### src/rtl/reg_file_sb_if.sv
// Register-file / scoreboard port bundle: read ports, writeback port, issue port and status.
interface reg_file_sb_if #(
  parameter int unsigned WIDTH = 32
);
  logic [4:0]       rs1_addr;
  logic [4:0]       rs2_addr;
  logic [WIDTH-1:0] rs1_data;
  logic [WIDTH-1:0] rs2_data;
  logic             wr_en;
  logic [4:0]       wr_addr;
  logic [WIDTH-1:0] wr_data;
  logic             issue_en;
  logic [4:0]       issue_rd;
  logic             rs1_busy;
  logic             rs2_busy;
  logic             stall;
  logic [5:0]       pending_cnt;

  modport master (
    output rs1_addr, rs2_addr, wr_en, wr_addr, wr_data, issue_en, issue_rd,
    input  rs1_data, rs2_data, rs1_busy, rs2_busy, stall, pending_cnt
  );

  modport slave (
    input  rs1_addr, rs2_addr, wr_en, wr_addr, wr_data, issue_en, issue_rd,
    output rs1_data, rs2_data, rs1_busy, rs2_busy, stall, pending_cnt
  );
endinterface

### src/rtl/reg_file_sb.sv
// 32 x WIDTH register file with a busy-bit scoreboard guarding RAW/WAW hazards at issue.
// Define REGFILE_BYPASS_EN to forward same-cycle writeback data and busy clears to the read/issue side.
module reg_file_sb #(
  parameter int unsigned WIDTH = 32
) (
  input logic        clk,
  input logic        reset,
  reg_file_sb_if.slave bus
);

  logic [WIDTH-1:0] regs [32];
  logic [31:0]      busy;
  logic [5:0]       cnt;

  logic wr_ok;
  logic fwd1, fwd2, fwd_rd;
  logic rd_busy;
  logic set, clr;

  assign wr_ok = bus.wr_en && (bus.wr_addr != 5'd0);

`ifdef REGFILE_BYPASS_EN
  assign fwd1   = wr_ok && (bus.wr_addr == bus.rs1_addr);
  assign fwd2   = wr_ok && (bus.wr_addr == bus.rs2_addr);
  assign fwd_rd = wr_ok && (bus.wr_addr == bus.issue_rd);
`else
  assign fwd1   = 1'b0;
  assign fwd2   = 1'b0;
  assign fwd_rd = 1'b0;
`endif

  always_comb begin
    bus.rs1_data = '0;
    bus.rs2_data = '0;
    if (bus.rs1_addr != 5'd0) bus.rs1_data = fwd1 ? bus.wr_data : regs[bus.rs1_addr];
    if (bus.rs2_addr != 5'd0) bus.rs2_data = fwd2 ? bus.wr_data : regs[bus.rs2_addr];
  end

  always_comb begin
    bus.rs1_busy = (bus.rs1_addr != 5'd0) && busy[bus.rs1_addr] && !fwd1;
    bus.rs2_busy = (bus.rs2_addr != 5'd0) && busy[bus.rs2_addr] && !fwd2;
    rd_busy      = (bus.issue_rd != 5'd0) && busy[bus.issue_rd] && !fwd_rd;
    bus.stall    = bus.issue_en && (bus.rs1_busy || bus.rs2_busy || rd_busy);
  end

  // A set and clear of the same register can only coincide through the bypass path;
  // the set is applied last so the bit stays 1 and the count nets to zero.
  assign set = bus.issue_en && !bus.stall && (bus.issue_rd != 5'd0);
  assign clr = wr_ok && busy[bus.wr_addr];

  always_ff @(posedge clk) begin
    if (reset) begin
      for (int unsigned i = 0; i < 32; i++) regs[i] <= '0;
      busy <= '0;
      cnt  <= '0;
    end else begin
      if (wr_ok) regs[bus.wr_addr] <= bus.wr_data;
      if (clr)   busy[bus.wr_addr] <= 1'b0;
      if (set)   busy[bus.issue_rd] <= 1'b1;
      case ({set, clr})
        2'b10:   cnt <= cnt + 6'd1;
        2'b01:   cnt <= cnt - 6'd1;
        default: cnt <= cnt;
      endcase
    end
  end

  assign bus.pending_cnt = cnt;

endmodule

### src/flat_wrapper.sv
// flat-port wrapper written by rule: the top's interface ports become plain ports
module reg_file_sb_flat 
#(
  parameter int unsigned WIDTH = 32
)
  (clk, reset, bus_rs1_addr, bus_rs2_addr, bus_wr_en, bus_wr_addr, bus_wr_data, bus_issue_en, bus_issue_rd, bus_rs1_data, bus_rs2_data, bus_rs1_busy, bus_rs2_busy, bus_stall, bus_pending_cnt);
  reg_file_sb_if #(.WIDTH(WIDTH)) bus_i ();
  input logic clk;
  input logic reset;
  input wire logic [$bits(bus_i.rs1_addr)-1:0] bus_rs1_addr;
  input wire logic [$bits(bus_i.rs2_addr)-1:0] bus_rs2_addr;
  input wire logic [$bits(bus_i.wr_en)-1:0] bus_wr_en;
  input wire logic [$bits(bus_i.wr_addr)-1:0] bus_wr_addr;
  input wire logic [$bits(bus_i.wr_data)-1:0] bus_wr_data;
  input wire logic [$bits(bus_i.issue_en)-1:0] bus_issue_en;
  input wire logic [$bits(bus_i.issue_rd)-1:0] bus_issue_rd;
  output wire logic [$bits(bus_i.rs1_data)-1:0] bus_rs1_data;
  output wire logic [$bits(bus_i.rs2_data)-1:0] bus_rs2_data;
  output wire logic [$bits(bus_i.rs1_busy)-1:0] bus_rs1_busy;
  output wire logic [$bits(bus_i.rs2_busy)-1:0] bus_rs2_busy;
  output wire logic [$bits(bus_i.stall)-1:0] bus_stall;
  output wire logic [$bits(bus_i.pending_cnt)-1:0] bus_pending_cnt;
  assign bus_i.rs1_addr = bus_rs1_addr;
  assign bus_i.rs2_addr = bus_rs2_addr;
  assign bus_i.wr_en = bus_wr_en;
  assign bus_i.wr_addr = bus_wr_addr;
  assign bus_i.wr_data = bus_wr_data;
  assign bus_i.issue_en = bus_issue_en;
  assign bus_i.issue_rd = bus_issue_rd;
  assign bus_rs1_data = bus_i.rs1_data;
  assign bus_rs2_data = bus_i.rs2_data;
  assign bus_rs1_busy = bus_i.rs1_busy;
  assign bus_rs2_busy = bus_i.rs2_busy;
  assign bus_stall = bus_i.stall;
  assign bus_pending_cnt = bus_i.pending_cnt;
  reg_file_sb #(.WIDTH(WIDTH)) u_core (.clk(clk), .reset(reset), .bus(bus_i));
endmodule
### config.mk
export PLATFORM = sky130hd
export DESIGN_NAME = reg_file_sb_flat
export DESIGN_NICKNAME = d
export VERILOG_FILES = /design/src/rtl/reg_file_sb_if.sv /design/src/rtl/reg_file_sb.sv /design/src/flat_wrapper.sv
export SDC_FILE = /design/constraint.sdc
export NUM_CORES = 2
export LEC_CHECK = 0
export BUFFER_PORTS_ARGS = -buffer_cell sky130_fd_sc_hd__buf_2
export CAP_MARGIN = 20
export CORE_MARGIN = 2
export CORE_UTILIZATION = 51
export DETAILED_ROUTE_END_ITERATION = 7
export GPL_ROUTABILITY_DRIVEN = 0
export GPL_TIMING_DRIVEN = 0
export HOLD_SLACK_MARGIN = 0.15
export PLACE_DENSITY_LB_ADDON = 0.1
export SLEW_MARGIN = 10
export SYNTH_ARGS = -nofsm -noshare
export SYNTH_HDL_FRONTEND = slang
export SYNTH_SLANG_ARGS = --single-unit
export TNS_END_PERCENT = 30
### constraint.sdc
create_clock -name clk -period 4.2 [get_ports clk]
set_input_delay 0.42 -clock clk [delete_from_list [all_inputs] [get_ports clk]]
set_output_delay 0.42 -clock clk [all_outputs]
set_load 0.05 [all_outputs]
==> impl_summary.md <==
Synthesis
Synthesis inferred between 1000 and 1500 register bits. The most instantiated flip-flop cell in the synthesis netlist is sky130_fd_sc_hd__edfxtp_1. The fraction of synthesized cell area in xor and xnor cells is less than 1%. The largest area contributor in the netlist is sky130_fd_sc_hd__edfxtp_1. Of the post-synthesis cell area, the dominant cell type holds between 50% and 60%. By area the synthesized netlist is led by sky130_fd_sc_hd__edfxtp_1 (53%), sky130_fd_sc_hd__mux4_2 (22%), sky130_fd_sc_hd__and2_1 (11%). The multiplexer area fraction after synthesis is roughly a quarter.

The part of the Yosys area used for sequential elements is between 50% and 60%. Averaged over all synthesized cells, the footprint is ~15 um2. Summing the areas of all fa, ha and maj instances in the mapped netlist gives 0.144% of the synthesized area.

In the synthesized netlist, the number of instances is between 3000 and 4000. The post-synthesis instance area is 57500 um2. The count of unique library cells instantiated by Yosys is between 50 and 60. In the synthesized netlist, the cells that appear most often are sky130_fd_sc_hd__edfxtp_1 (1024), sky130_fd_sc_hd__and2_1 (993), sky130_fd_sc_hd__mux4_2 (561). The post-synthesis share of cell area spent on and, or, nand and nor gates is around an eighth. The warning count from the yosys run is 0. The dominant cell by count in the synthesized netlist is sky130_fd_sc_hd__edfxtp_1.

The main combinational cell family by area after synthesis is multiplexers. The share of flip-flops with an asynchronous set or reset after synthesis is 0%. The number of enable-type register cells in the synthesized netlist is about 1000. The share of the synthesized area in compound gates (AO/OA/AOI/OAI) is about 2.8%.

Global route
The number of antenna violations at the first check in global routing came to 22. The total global routing track utilization is 37.8%. The number of global-route vias before repair is ~36000.

Entering global routing, the biggest net connects 33 pins. The overflow left after global routing is 0. The first global-routing pass estimated approximately 290 mm of wire.

Run status
The flow ran to the end, but the final reports show violations. The checks that failed: negative setup slack.

STA
The relative slew slack is between 10% and 20%. The achievable clock frequency is ~0.23 GHz. The transition time at the pin with the least slew margin is roughly 1.3 ns. The smallest clock period supported by the final layout is computed as roughly 4.4 ns. The setup violation total in the final timing report is 17.

In the post-route analysis, the smallest setup slack over all paths is -0.181 ns. The final worst-path cycle share is 104%. The count of final max-slew check failures is 0. The number of hold-slack violations in the final timing report is 0. The clock arrives with 0.0280 ns of skew. Summed over all failing endpoints, the final setup total negative slack is -1.10 ns. Setup repair after global routing could not meet its margin everywhere.

Setup path
The startpoint identified for the worst register-to-register timing path is u_core.busy[23]. In this run the critical register-to-register path is captured at u_core.bus.pending_cnt[5]. The count of cells along the worst register-to-register path is 14. Along the worst path, the maximum fanout reaches 10. Data on the critical path arrives at its endpoint at ~4.0 ns. The critical path class is in2out. The slack of the worst reg-to-reg path is 0.28 ns. The data required time of the critical path is 3.78 ns. STA classifies the critical path startpoint as a primary input. The worst setup path is captured at a primary output.

Clock network
CTS saw roughly 1100 sinks. The clock latency at the later pin of the worst-skew pair is 0.75 ns. The clock slew seen by the registers of the worst setup and hold paths is 0.06 ns. TritonCTS created 118 clock buffers. The level count of the clock H-tree is 3. The post-CTS setup buffer count is 0. The tree is rooted in a sky130_fd_sc_hd__clkbuf_16. The clock tree from TritonCTS is yes. The longest clock path from root to sink contains 3 buffers.

Place
Once detailed placement completed, the half-perimeter wirelength came to 159 mm. Prior to clock tree synthesis, the placed netlist has a worst setup slack of -0.728 ns. The quantity of I/O buffers inserted on ports is between 100 and 150.

Pwr
The clock network accounts for about two fifths of the total power. The switching power of the nets is between 7 and 8 mW. The maximum ir drop on the vdd rail is 0.372 mV. Sequential cells burn between 40% and 50% of the power. The internal power of the cells totals around 20 mW. For this design the ratio of total power to cell area is around 420 nW/um2.

For this design the static power due to leakage is ~22 nW. Net switching is between 20 and 30% of the power. The relative contribution of combinational cells to total power is between 10% and 20%.

Final layout
Summing all multi-input logic gate instances after layout gives between 20000 and 25000 um2. The layout filler cell count is 8916. The synthesis-to-layout area growth is 12.5%. Cells with a size suffix above 1 make up 27.0% of the layout. After the last flow step, the layout net total stands at 4120. Cells fill between 50 and 60% of the core in the end. Registers take roughly 32000 um2.

Hold path
The startpoint of the lowest-slack hold path is bus_wr_data[23]. The worst hold path passes through 2 cells. The worst-case hold path end point is u_core.regs[5][23]. The min-delay analysis places its worst path in the category in2reg.

Detailed routing
The detail-routed via count per cell is approximately 6.8. The count of nets left with antenna violations once routing finished came out at 0. The number of iterations in the first detailed-routing pass is 8. The routed length per instance is approximately 39 um. In the routed design, unresolved DRC markers number 0. Summing over every cut layer, the via total after detailed routing is 38300. The number of design-rule violations left by the first detailed-router iteration is roughly 6400.

The final layout contains routed wiring with a total length of between 200 and 250 mm.

Die
The number of top-level pins is ~130. The standard cell core area is approximately 110000 um2. The starting utilization of the core area is between 50% and 60%.

The number of rows in the core area is 123. The floorplan step set the die width to around 340 um. The die covers 115000 um2. The chip height is roughly 340 um.

Run
Max-cap violations in this run came to 0.
-- state kept, by name, indices dropped and copies added (netlist names) --
name	cells
u_core.regs	1024
u_core.busy	32
u_core.bus.pending_cnt	6
-- worst max-delay path: stages --
cell                       delay, ns
sky130_fd_sc_hd__buf_2          0.16
sky130_fd_sc_hd__buf_4          0.25
sky130_fd_sc_hd__buf_4          0.37
sky130_fd_sc_hd__clkbuf_1       0.80
sky130_fd_sc_hd__mux4_2         0.43
sky130_fd_sc_hd__mux2_2         0.27
sky130_fd_sc_hd__a221oi_1       0.67
sky130_fd_sc_hd__nor3_2         0.24
sky130_fd_sc_hd__buf_2          0.30
-- how the worst max path moves through the flow --
stage	endpoint	slack, ns	from
2_1_floorplan	u_core.bus.pending_cnt[5]	0.60	bus_issue_rd[1]
3_3_place_gp	u_core.bus.pending_cnt[5]	-2.15	bus_rs1_addr[1]
3_5_place_dp	bus_rs2_data[6]	-0.73	bus_rs2_addr[2]
4_1_cts	bus_rs2_data[16]	-0.04	bus_rs2_addr[0]
5_1_grt	bus_rs2_data[15]	-0.14	bus_rs2_addr[1]
6_report	bus_rs2_data[15]	-0.18	bus_rs2_addr[1]
-- through the flow --
stage | total power, mW | std cells | hold slack [ns] | instance area (um2)
after floorplan | 14.9 | 3769 | 0.477 | 57600
after global placement | 16.5 | 5392 | 0.514 | 60100
after detailed placement | 16.5 | 5408 | 0.514 | 60400
after CTS | 26.7 | 5655 | 0.151 | 64500
after global routing | 27.3 | 5660 | 0.178 | 64700
final | 26.9 | 5666 | 0.164 | 64700
-- power by group through the flow --
stage | clock [mW] | sequential, mW | combinational (mW)
2_1_floorplan | 0 | 12.6 | 2.36
3_3_place_gp | 0 | 12.6 | 3.84
3_5_place_dp | 0 | 12.7 | 3.87
4_1_cts | 10.3 | 12.4 | 3.91
5_1_grt | 10.7 | 12.5 | 4.10
6_report | 10.4 | 12.5 | 4.07
-- repair_timing --
item	CTS	global route
pin swaps	0	2
hold endpoints to repair	38	0
hold buffers	26	0
endpoints found under the setup margin	47	15
gates resized for setup	28	16
-- cell type report --
class,instances,area share (%)
sequential,1062,48.7
multi-input combinational,2302,37.7
clock buffer,158,5.04
buffer,393,2.96
tap,1500,2.90
timing repair buffer,169,1.81
clock inverter,63,0.780
inverter,12,0.0696
antenna,7,0.0271
-- metal layers --
metal | vias to the layer above | wire [um] | part of all wire, % | GRT usage (%)
met3 | 477 | 29000 | 13 | 12.2
met1 | 20000 | 80800 | 37 | 50.9
met4 | 10 | 12000 | 5.5 | 17.6
met2 | 2737 | 96800 | 44 | 55.9
li1 | 15100 | - | - | -
met5 | - | 197 | 0.090 | 0.899
-- cells in the final DEF, fill, tap and decap left out, types with 7 or more instances in the layout --
cell type                          n
sky130_fd_sc_hd__mux4_2          561
sky130_fd_sc_hd__clkinv_2         19
sky130_fd_sc_hd__buf_6            23
sky130_fd_sc_hd__inv_1            11
sky130_fd_sc_hd__o21ai_1          43
sky130_fd_sc_hd__a211o_1          17
sky130_fd_sc_hd__buf_8            10
sky130_fd_sc_hd__or2_2            31
sky130_fd_sc_hd__and2_1          993
sky130_fd_sc_hd__nand2_1          24
sky130_fd_sc_hd__edfxtp_1       1024
sky130_fd_sc_hd__nand3_1          34
sky130_fd_sc_hd__o22ai_1          32
sky130_fd_sc_hd__diode_2           7
sky130_fd_sc_hd__clkbuf_2         18
sky130_fd_sc_hd__nor3_1           13
sky130_fd_sc_hd__conb_1           32
sky130_fd_sc_hd__nor2_1           89
sky130_fd_sc_hd__nor2b_1          43
sky130_fd_sc_hd__buf_2           177
sky130_fd_sc_hd__dfxtp_1          38
sky130_fd_sc_hd__a221oi_2          7
sky130_fd_sc_hd__clkbuf_1        280
sky130_fd_sc_hd__mux2_2           51
sky130_fd_sc_hd__o21ai_0          25
sky130_fd_sc_hd__o221ai_1         22
sky130_fd_sc_hd__clkinv_1         30
sky130_fd_sc_hd__a221oi_1         17
sky130_fd_sc_hd__clkbuf_16       124
sky130_fd_sc_hd__a21oi_1          25
sky130_fd_sc_hd__bufinv_16         8
sky130_fd_sc_hd__buf_4            50
sky130_fd_sc_hd__nor3_2            8
sky130_fd_sc_hd__dlygate4sd3_1    26
sky130_fd_sc_hd__mux2i_1         151
-- cells by family after synthesis --
| kind of cell | after synthesis |
|---|---|
| simple gates | 1263 |
| flops | 1062 |
| mux | 765 |
| buf+inv | 405 |
| compound gates | 232 |
| fa+ha+maj | 6 |
| xor+xnor | 4 |
| other cells | 1 |
Power figures use the tool's default switching activity.
